## src/rtl/hash_sched_pkg.sv

```systemverilog
// ============================================================================
// Module : hash_sched_pkg
// Shared state encoding, slot indices and helpers for the hash slot scheduler.
// Rev    : 1.0  initial release
// ============================================================================
`default_nettype none

package hash_sched_pkg;

    typedef enum logic [1:0] {
        ST_IDLE  = 2'd0,
        ST_START = 2'd1,
        ST_WAIT  = 2'd2,
        ST_DONE  = 2'd3
    } state_e;

    localparam logic SLOT0 = 1'b0;
    localparam logic SLOT1 = 1'b1;

    function automatic logic [1:0] slot_onehot(input logic slot);
        return (slot == SLOT1) ? 2'b10 : 2'b01;
    endfunction

endpackage

`default_nettype wire

```

## src/rtl/hash_slot_sched_rr_arb2.sv

```systemverilog
// ============================================================================
// Module : rr_arb2
// Two-request round-robin arbiter; ptr_i names the slot that wins a tie.
// Rev    : 1.0  initial release
// ============================================================================
`default_nettype none

module rr_arb2
    import hash_sched_pkg::*;
(
    input  logic [1:0] req_i,
    input  logic       ptr_i,
    output logic       gnt_vld_o,
    output logic       gnt_idx_o
);

    always_comb begin
        gnt_vld_o = |req_i;
        gnt_idx_o = SLOT0;
        case (req_i)
            2'b11:   gnt_idx_o = ptr_i;
            2'b10:   gnt_idx_o = SLOT1;
            default: gnt_idx_o = SLOT0;
        endcase
    end

endmodule

`default_nettype wire

```

## src/rtl/hash_slot_sched.sv

```systemverilog
// ============================================================================
// Module : hash_slot_sched
// Shares one hash core between two parameter slots: queue, arbitrate, launch,
// watchdog and retire each job.
// Rev    : 1.0  initial release
// ============================================================================
`default_nettype none

module hash_slot_sched
    import hash_sched_pkg::*;
#(
    parameter int TO_CYC = 4096
)
(
    input  logic clk,
    input  logic rst_n,
    input  logic clr_hash,
    input  logic s0_req,
    input  logic s0_prm_vld,
    input  logic s0_flg_384,
    output logic s0_ack,
    output logic s0_done,
    output logic s0_err,
    output logic s0_prm_clr,
    input  logic s1_req,
    input  logic s1_prm_vld,
    input  logic s1_flg_384,
    output logic s1_ack,
    output logic s1_done,
    output logic s1_err,
    output logic s1_prm_clr,
    output logic core_start,
    output logic core_slot,
    output logic core_mode,
    input  logic core_done,
    output logic busy
);

    localparam int          TO_W     = (TO_CYC > 1) ? $clog2(TO_CYC) : 1;
    localparam logic [TO_W-1:0] TO_LAST = TO_W'(TO_CYC - 1);

    state_e            state_q, state_d;
    logic [1:0]        pend_q,  pend_d;
    logic              rr_q,    rr_d;
    logic              slot_q,  slot_d;
    logic              mode_q,  mode_d;
    logic              err_q,   err_d;
    logic [TO_W-1:0]   timer_q, timer_d;

    logic [1:0]        w_req;
    logic [1:0]        w_vld;
    logic [1:0]        w_elig;
    logic [1:0]        w_gnt_oh;
    logic              w_gnt_vld;
    logic              w_gnt_idx;

    assign w_req  = {s1_req, s0_req};
    assign w_vld  = {s1_prm_vld, s0_prm_vld};
    // A request arriving this cycle is eligible immediately, giving one-cycle launch latency.
    assign w_elig = (pend_q | w_req) & w_vld;

    rr_arb2 u_arb (
        .req_i     (w_elig),
        .ptr_i     (rr_q),
        .gnt_vld_o (w_gnt_vld),
        .gnt_idx_o (w_gnt_idx)
    );

    always_comb begin
        state_d  = state_q;
        rr_d     = rr_q;
        slot_d   = slot_q;
        mode_d   = mode_q;
        err_d    = err_q;
        timer_d  = timer_q;
        w_gnt_oh = 2'b00;

        case (state_q)
            ST_IDLE: begin
                if (w_gnt_vld) begin
                    slot_d   = w_gnt_idx;
                    mode_d   = (w_gnt_idx == SLOT1) ? s1_flg_384 : s0_flg_384;
                    w_gnt_oh = slot_onehot(w_gnt_idx);
                    state_d  = ST_START;
                end
            end
            ST_START: begin
                timer_d = '0;
                state_d = ST_WAIT;
            end
            ST_WAIT: begin
                if (core_done) begin
                    err_d   = 1'b0;
                    state_d = ST_DONE;
                end else if (timer_q == TO_LAST) begin
                    err_d   = 1'b1;
                    state_d = ST_DONE;
                end else begin
                    timer_d = timer_q + TO_W'(1);
                end
            end
            ST_DONE: begin
                rr_d    = ~slot_q;
                timer_d = '0;
                state_d = ST_IDLE;
            end
            default: state_d = ST_IDLE;
        endcase

        // A fresh request only survives its own grant if it re-asks for an already-pending slot.
        pend_d = (pend_q | w_req) & ~(w_gnt_oh & ~(pend_q & w_req));

        if (clr_hash) begin
            state_d = ST_IDLE;
            pend_d  = 2'b00;
            timer_d = '0;
        end
    end

    always_ff @(posedge clk or negedge rst_n) begin
        if (!rst_n) begin
            state_q <= ST_IDLE;
            pend_q  <= 2'b00;
            rr_q    <= SLOT0;
            slot_q  <= SLOT0;
            mode_q  <= 1'b0;
            err_q   <= 1'b0;
            timer_q <= '0;
        end else begin
            state_q <= state_d;
            pend_q  <= pend_d;
            rr_q    <= rr_d;
            slot_q  <= slot_d;
            mode_q  <= mode_d;
            err_q   <= err_d;
            timer_q <= timer_d;
        end
    end

    logic w_in_start;
    logic w_in_done;

    assign w_in_start = (state_q == ST_START);
    assign w_in_done  = (state_q == ST_DONE);

    assign busy       = (state_q != ST_IDLE);
    assign core_start = w_in_start;
    assign core_slot  = busy & slot_q;
    assign core_mode  = busy & mode_q;

    assign s0_ack     = w_in_start & (slot_q == SLOT0);
    assign s1_ack     = w_in_start & (slot_q == SLOT1);
    assign s0_done    = w_in_done  & (slot_q == SLOT0);
    assign s1_done    = w_in_done  & (slot_q == SLOT1);
    assign s0_err     = s0_done & err_q;
    assign s1_err     = s1_done & err_q;
    assign s0_prm_clr = s0_done;
    assign s1_prm_clr = s1_done;

endmodule

`default_nettype wire

```

## config.mk

```make
export PLATFORM = sky130hd
export DESIGN_NAME = hash_slot_sched
export DESIGN_NICKNAME = d
export VERILOG_FILES = /design/src/rtl/hash_sched_pkg.sv /design/src/rtl/hash_slot_sched_rr_arb2.sv /design/src/rtl/hash_slot_sched.sv
export SDC_FILE = /design/constraint.sdc
export NUM_CORES = 1
export LEC_CHECK = 0
export ABC_AREA = 1
export ABC_CLOCK_PERIOD_IN_PS = 1800
export CAP_MARGIN = 20
export CORE_MARGIN = 2
export CORE_UTILIZATION = 53
export DETAILED_ROUTE_END_ITERATION = 16
export HOLD_SLACK_MARGIN = 0.02
export PLACE_DENSITY = 0.79
export SETUP_SLACK_MARGIN = 0.02
export SLEW_MARGIN = 20
export SYNTH_ARGS = -nofsm -noshare
export SYNTH_HDL_FRONTEND = slang
export SYNTH_SLANG_ARGS = --single-unit
```

## constraint.sdc

```tcl
create_clock -name clk -period 1.8 [get_ports clk]
set_input_delay 0.18 -clock clk [delete_from_list [all_inputs] [get_ports clk]]
set_output_delay 0.18 -clock clk [all_outputs]
set_load 0.01 [all_outputs]
```

==> summary.md, run 1 <==
| Metric | Value |
|---|---|
| Run status | `finished clean` |
| CTS tree | `done` |
| Synth area leaders | `dfrtp_1 (36%), nand2_1 (12%), nand3_1 (8.0%), nor2_1 (7.6%), inv_1 (6.8%)` |
| NetSw | `a little under 600 uW` |
| Area growth syn-to-layout | `20.9%` |
| Largest net degree at the start of global routing | `21` |
| Total Wirelength | `3020 um` |
| GPL Wtd Cong | `a little over 0.9` |
| Avg Cell Area, Syn | `7.43 um2` |
| WL/cell | `12.5 um` |
| Rows | `18` |
| Synth cell types | `26` |
| Die ar. | `~3000 um2` |
| Min Clock Period, post-route | `about 1.7 ns` |
| Final Cycle Share | `0.949` |
| Final hold vios | `0` |
| Share of cells above drive strength 1 | `0.142` |
| I/O pin count | `22` |
| Vias after detailed routing | `approximately 1.2k` |
| Die X | `roughly 55 um` |
| Root buf cell | `clkbuf_4` |
| Pleak | `between 0.0008 and 0.0009 uW` |
| DRC viols | `0` |
| Worst R2R Start | `state_q[0]$_DFFE_PN0P_` |
| Sw Ratio | `0.398` |
| Final Slew Violations | `0` |
| Gate power share | `0.453` |
| Core ar. | `between 2000 and 2500 um2` |
| DR vias/cell | `slightly above 5` |
| Detail Route Antenna Nets | `0` |
| Multi-input gate area | `roughly 750 um2` |
| Slew margin rel. | `0.789` |
| Worst Hold Slack | `about 0.21 ns` |
| Later-pin clock latency in the skew report | `0.30 ns` |
| Initial antenna violation count | `0` |
| Max Freq | `around 0.59 GHz` |
| Worst path bufs/invs | `4` |
| Filler instances | `between 200 and 250` |
| Crit path largest cell delay | `between 0.4 and 0.5 ns` |
| HP Class | `in -> async` |
| Slew @ Worst Pin | `0.315 ns` |
| Starting DRT DRC Count | `27` |
| Inst Count DP | `around 240` |
| Clock power share | `0.144` |
| Syn_nets | `202` |
| Power Total | `between 1000 and 1500 uW` |
| Most common cell after layout, fill and taps aside | `nand2_1` |
| Max Clock Skew | `0.00567 ns` |
| CP required | `between 1.5 and 2 ns` |
| Pre-antenna DRT Iters | `4` |
| Residual overflow from global routing | `0` |
| GRT Overall Usage | `0.224` |
| P_int | `about 870 uW` |
| Sequential area share after synthesis | `0.362` |
| FF-to-FF End | `timer_q[5]$_DFFE_PN0P_` |
| FF-to-FF path depth | `8` |
| Cell chain of the critical path | `buf_4, inv_1, ha_2, inv_1, dlygate4sd2_1` |
| Vias in the first global route | `between 1k and 1.5k` |
| RSZ-0062 raised after global routing | `no` |
| Setup crit end kind | `primary output` |
| Peak VDD IR | `between 700 and 800 uV` |
| Register bit total from synthesis | `20` |
| Synth top area share | `0.362` |
| Clk pin slew, worst setup/hold paths | `0.11 ns` |
| Worst Path Arrival | `approximately 1.5 ns` |
| Clock buffer depth | `2` |
| TritonCTS Sinks | `20` |
| Cells after Synth | `186` |
| FF+latch area | `about 500 um2` |
| Nets | `between 200 and 250` |
| DIE HEIGHT | `55.1 um` |
| Startpoint Class | `flip-flop` |
| First-pass GRT wire length | `slightly below 5000 um` |
| # Max-Cap Violations | `0` |
| Mapped Area | `between 1000 and 1500 um2` |
| Initial Util | `0.558` |
| Fin util | `0.674` |
| Num CTS Buffers | `3` |
| CP Max Fanout | `5` |
| Cell Pwr Density | `slightly below 900 nW/um2` |
| Setup TNS | `0 ns` |
| R2R Setup Slk | `around 0.11 ns` |
| CTS HTree Levels | `1` |
| Ant diodes | `0` |
| DP Wirelength | `between 2000 and 2500 um` |
| Sequential Power Share | `0.403` |
| Crit Path Class | `reg -> out` |
| Finished Layout Cells | `around 240` |
| Top cell by count, worst path | `inv_1` |
| CP max-delay cell | `dfrtp_1` |
| Critical Path Start | `state_q[0]$_DFFE_PN0P_` |
| Yosys Warn Count | `0` |
| Final Setup Violations | `0` |
| Most frequent cells in the layout | `nand2_1 (45), nor2_1 (28), inv_1 (25)` |
| Hold buffers post-CTS | `0` |
| PortBufs | `21` |
| Synth area leader | `dfrtp_1` |
| Delay-heaviest family, CP | `buffers and inverters` |
-- cell type report --
type / instances / area share
Inverter: 26 / 0.0584
Sequential cell: 20 / 0.300
Timing Repair Buffer: 28 / 0.157
Tap cell: 30 / 0.0225
Multi-Input combinational cell: 135 / 0.449
Clock buffer: 3 / 0.0135
-- worst register-to-register path, stage by stage, from the launching register on --
cell and delay, ns:
dfrtp_1 0.42, buf_4 0.14, inv_1 0.10, ha_1 0.23
inv_1 0.09, a21oi_1 0.25, buf_4 0.21, nand3_1 0.11
o21ai_2 0.07
-- sequential cells by signal, indices dropped and copies added (netlist names) --
register  flops
timer_q      12
pend_q        2
state_q       2
err_q         1
mode_q        1
rr_q          1
slot_q        1
-- how the worst max path moves through the flow --
stage | cells past startpoint | slack, ns | to
finish | 5 | 0.09 | busy
global route | 5 | 0.02 | busy
CTS | 4 | 0.04 | s1_prm_clr
detailed placement | 5 | 0.18 | s0_ack
global placement | 5 | 0.23 | s0_ack
floorplan | 8 | 0.36 | timer_q[4]$_DFFE_PN0P_
-- cell usage after synthesis --
library cell / count
dfrtp_1: 20
nor2_8: 1
nand4_1: 3
nand3_2: 2
inv_2: 1
inv_1: 25
nand3_1: 22
nand2_1: 45
o21bai_1: 1
o21ai_0: 1
a21oi_1: 3
buf_8: 1
xnor2_1: 2
nand2_2: 1
nand3_4: 2
buf_4: 2
clkbuf_1: 1
ha_1: 6
xor2_1: 3
o21ai_1: 2
buf_2: 1
nor2_1: 28
nand2_4: 1
nor3_1: 2
nor2_2: 2
o21ai_2: 8
-- kinds of logic (layout without fill, tap and decap cells) --
| family | count (synthesis) | count (layout) | synth area share |
|---|---|---|---|
| adder cells (fa/ha/maj) | 6 | 6 | 0.0543 |
| buffers and inverters | 31 | 57 | 0.0987 |
| AND/OR/NAND/NOR | 109 | 109 | 0.375 |
| flip-flops | 20 | 20 | 0.362 |
| AO/OA/AOI/OAI | 15 | 15 | 0.0779 |
| XOR/XNOR | 5 | 5 | 0.0317 |
-- metrics by stage --
step           worst slack (ns)  area [um2]
3_3_place_gp              0.233        1620
2_1_floorplan             0.364        1380
4_1_cts                  0.0377        1650
6_report                 0.0925        1670
5_1_grt                  0.0221        1670
3_5_place_dp              0.183        1620
-- routing by layer --
layer  global-route usage  part of all wire
met5                    0                 0
met4               0.0528            0.0050
met3               0.0591             0.030
met1                0.267              0.45
met2                0.401              0.51
-- power by group through the flow --
| stage | logic, uW | registers (uW) | clock network [uW] |
|---|---|---|---|
| after floorplan | 396 | 579 | 0 |
| after global placement | 619 | 595 | 0 |
| after detailed placement | 651 | 595 | 0 |
| after CTS | 647 | 580 | 218 |
| after global routing | 731 | 590 | 234 |
| final | 656 | 584 | 209 |
-- repair_timing --
action	4_1_cts	5_1_grt
gates resized for setup	9	5
pin swaps	0	1
buffers inserted	2	1
endpoints found under the setup margin	12	4
gates cloned	0	0
(Power assumes the default switching activity.)
==> run 2, diff against run 1 <==
--- a/config.mk
+++ b/config.mk
@@ -8,10 +8,12 @@
 export ABC_AREA = 1
 export ABC_CLOCK_PERIOD_IN_PS = 1800
 export CAP_MARGIN = 20
+export CORE_ASPECT_RATIO = 1.25
 export CORE_MARGIN = 2
 export CORE_UTILIZATION = 53
 export DETAILED_ROUTE_END_ITERATION = 16
 export HOLD_SLACK_MARGIN = 0.02
+export MAX_ROUTING_LAYER = met4
 export PLACE_DENSITY = 0.79
 export SETUP_SLACK_MARGIN = 0.02
 export SLEW_MARGIN = 20
==> summary.md, run 2 (synthesis gave the netlist of run 1 again) <==
| Metric | Value |
|---|---|
| Run status | `finished clean` |
| HP Class | `in -> async` |
| GPL Wtd Cong | `~0.81` |
| Most common cell after layout, fill and taps aside | `nand2_1` |
| Met2 usage | `0.450` |
| CTS HTree Levels | `1` |
| WL/cell | `11.8 um` |
| DR vias/cell | `about 5` |
| Later-pin clock latency in the skew report | `approximately 0.30 ns` |
| Largest net degree at the start of global routing | `21` |
| CP required | `1.62 ns` |
| Pleak | `a little under 0.0009 uW` |
| Detail Route Antenna Nets | `0` |
| CP Max Fanout | `3` |
| First-pass GRT wire length | `between 5000 and 6000 um` |
| Final hold vios | `0` |
| CTS tree | `done` |
| Most frequent cells in the layout | `nand2_1 (45), nor2_1 (28), inv_1 (23)` |
| TritonCTS Sinks | `20` |
| Largest regs | `timer_q (12), pend_q (2), state_q (2)` |
| Max reg flops | `12` |
| Rows | `20` |
| Peak VDD IR | `~870 uV` |
| Initial antenna violation count | `0` |
| PortBufs | `21` |
| GRT Overall Usage | `0.233` |
| Power Total | `1630 uW` |
| Final Slew Violations | `0` |
| Starting DRT DRC Count | `22` |
| Clock buffer depth | `2` |
| Startpoint Class | `flip-flop` |
| # Max-Cap Violations | `0` |
| Core ar. | `between 2000 and 2500 um2` |
| DIE HEIGHT | `61.1 um` |
| Setup TNS | `0 ns` |
| Multi-input gate area | `about 760 um2` |
| Crit Path Class | `reg -> out` |
| Max Clock Skew | `between 0.009 and 0.01 ns` |
| Global route hottest layer | `met2` |
| Slew margin rel. | `0.803` |
| Worst Path Arrival | `approximately 1.5 ns` |
| Setup crit end kind | `primary output` |
| Die X | `49.7 um` |
| FF+latch area | `roughly 500 um2` |
| Vias after detailed routing | `~1.2k` |
| Initial Util | `0.563` |
| Max Freq | `approximately 0.60 GHz` |
| Pre-antenna DRT Iters | `4` |
| Final Setup Violations | `0` |
| Die ar. | `3030 um2` |
| Met3 Usage GRT | `0.0364` |
| Slew @ Worst Pin | `between 0.2 and 0.3 ns` |
| Vias in the first global route | `1263` |
| Final Cycle Share | `0.924` |
| Met1 usage | `0.233` |
| Filler instances | `between 200 and 250` |
| RSZ-0062 raised after global routing | `yes` |
| I/O pin count | `22` |
| Most flop-heavy register | `timer_q` |
| DP Wirelength | `approximately 2300 um` |
| Nets | `230` |
| Residual overflow from global routing | `0` |
| Min Clock Period, post-route | `between 1.5 and 2 ns` |
| Num CTS Buffers | `3` |
| Total Wirelength | `a little under 3000 um` |
| Clk pin slew, worst setup/hold paths | `0.13 ns` |
| Share of cells above drive strength 1 | `0.150` |
| Ant diodes | `0` |
| Area growth syn-to-layout | `23.1%` |
| Root buf cell | `clkbuf_4` |
| DRC viols | `0` |
| Cell Pwr Density | `approximately 960 nW/um2` |
-- run 2: cell count changes in the layout (fill, tap and decap cells not counted), sizes merged --
cell / before / now
bufinv: 0 / 1
dlygate4sd2: 8 / 11
dlymetal6s2s: 4 / 1
-- run 2: through the flow --
stage	utilization	std cells	hold slack (ns)	setup slack, ns	area [um2]
after floorplan	-	186	-0.116	0.364	1380
after global placement	0.659	238	0.517	0.226	1620
after detailed placement	0.659	238	0.519	0.171	1620
after CTS	0.687	246	0.200	0.0250	1690
after global routing	0.693	246	0.202	0.0201	1700
final	0.693	246	0.195	0.137	1700
-- run 2: layout make-up --
type,instances,share of cell area
Multi-Input combinational cell,135,0.445
Sequential cell,20,0.294
Timing Repair Buffer,28,0.148
Inverter,26,0.0574
Tap cell,33,0.0243
Clock inverter,1,0.0177
Clock buffer,3,0.0132
-- run 2: repair_timing --
item / 4_1_cts / 5_1_grt
hold endpoints to repair: 0 / 0
setup endpoints to repair: 12 / 12
gates resized for setup: 12 / 4
pin swaps: 0 / 1
hold buffers: 0 / 0
setup buffers: 4 / 0
-- run 2: power breakdown --
group          switching [uW]  internal (uW)  total [uW]
registers                64.9            522         587
logic                     389            281         670
clock network             146            225         371
total                     600           1030        1630
-- run 2: routing by layer --
| layer | share of wire | vias to the layer above |
|---|---|---|
| li1 | - | 637 |
| met1 | 0.41 | 564 |
| met2 | 0.54 | 24 |
| met3 | 0.033 | 4 |
| met4 | 0.014 | 0 |
| met5 | 0 | - |
-- run 2: path summary, 6_finish.rpt --
path	from	to	slack, ns	cells past startpoint
max	state_q[0]$_DFFE_PN0P_	s0_ack	0.14	5
min	rst_n	timer_q[4]$_DFFE_PN0P_	0.20	2
max reg2reg	state_q[0]$_DFFE_PN0P_	timer_q[2]$_DFFE_PN0P_	0.14	8
min reg2reg	rr_q$_DFFE_PN0P_	rr_q$_DFFE_PN0P_	0.55	2
max in group asynchronous	rst_n	timer_q[0]$_DFFE_PN0P_	1.39	2
min in group clk	s1_flg_384	mode_q$_DFFE_PN0P_	0.43	3
-- run 2: critical path: stages (launching register included) --
cell and delay [ns]:
dfrtp_1 0.43, buf_4 0.15, ha_1 0.21, inv_1 0.08
nor2_1 0.04, dlygate4sd2_1 0.28
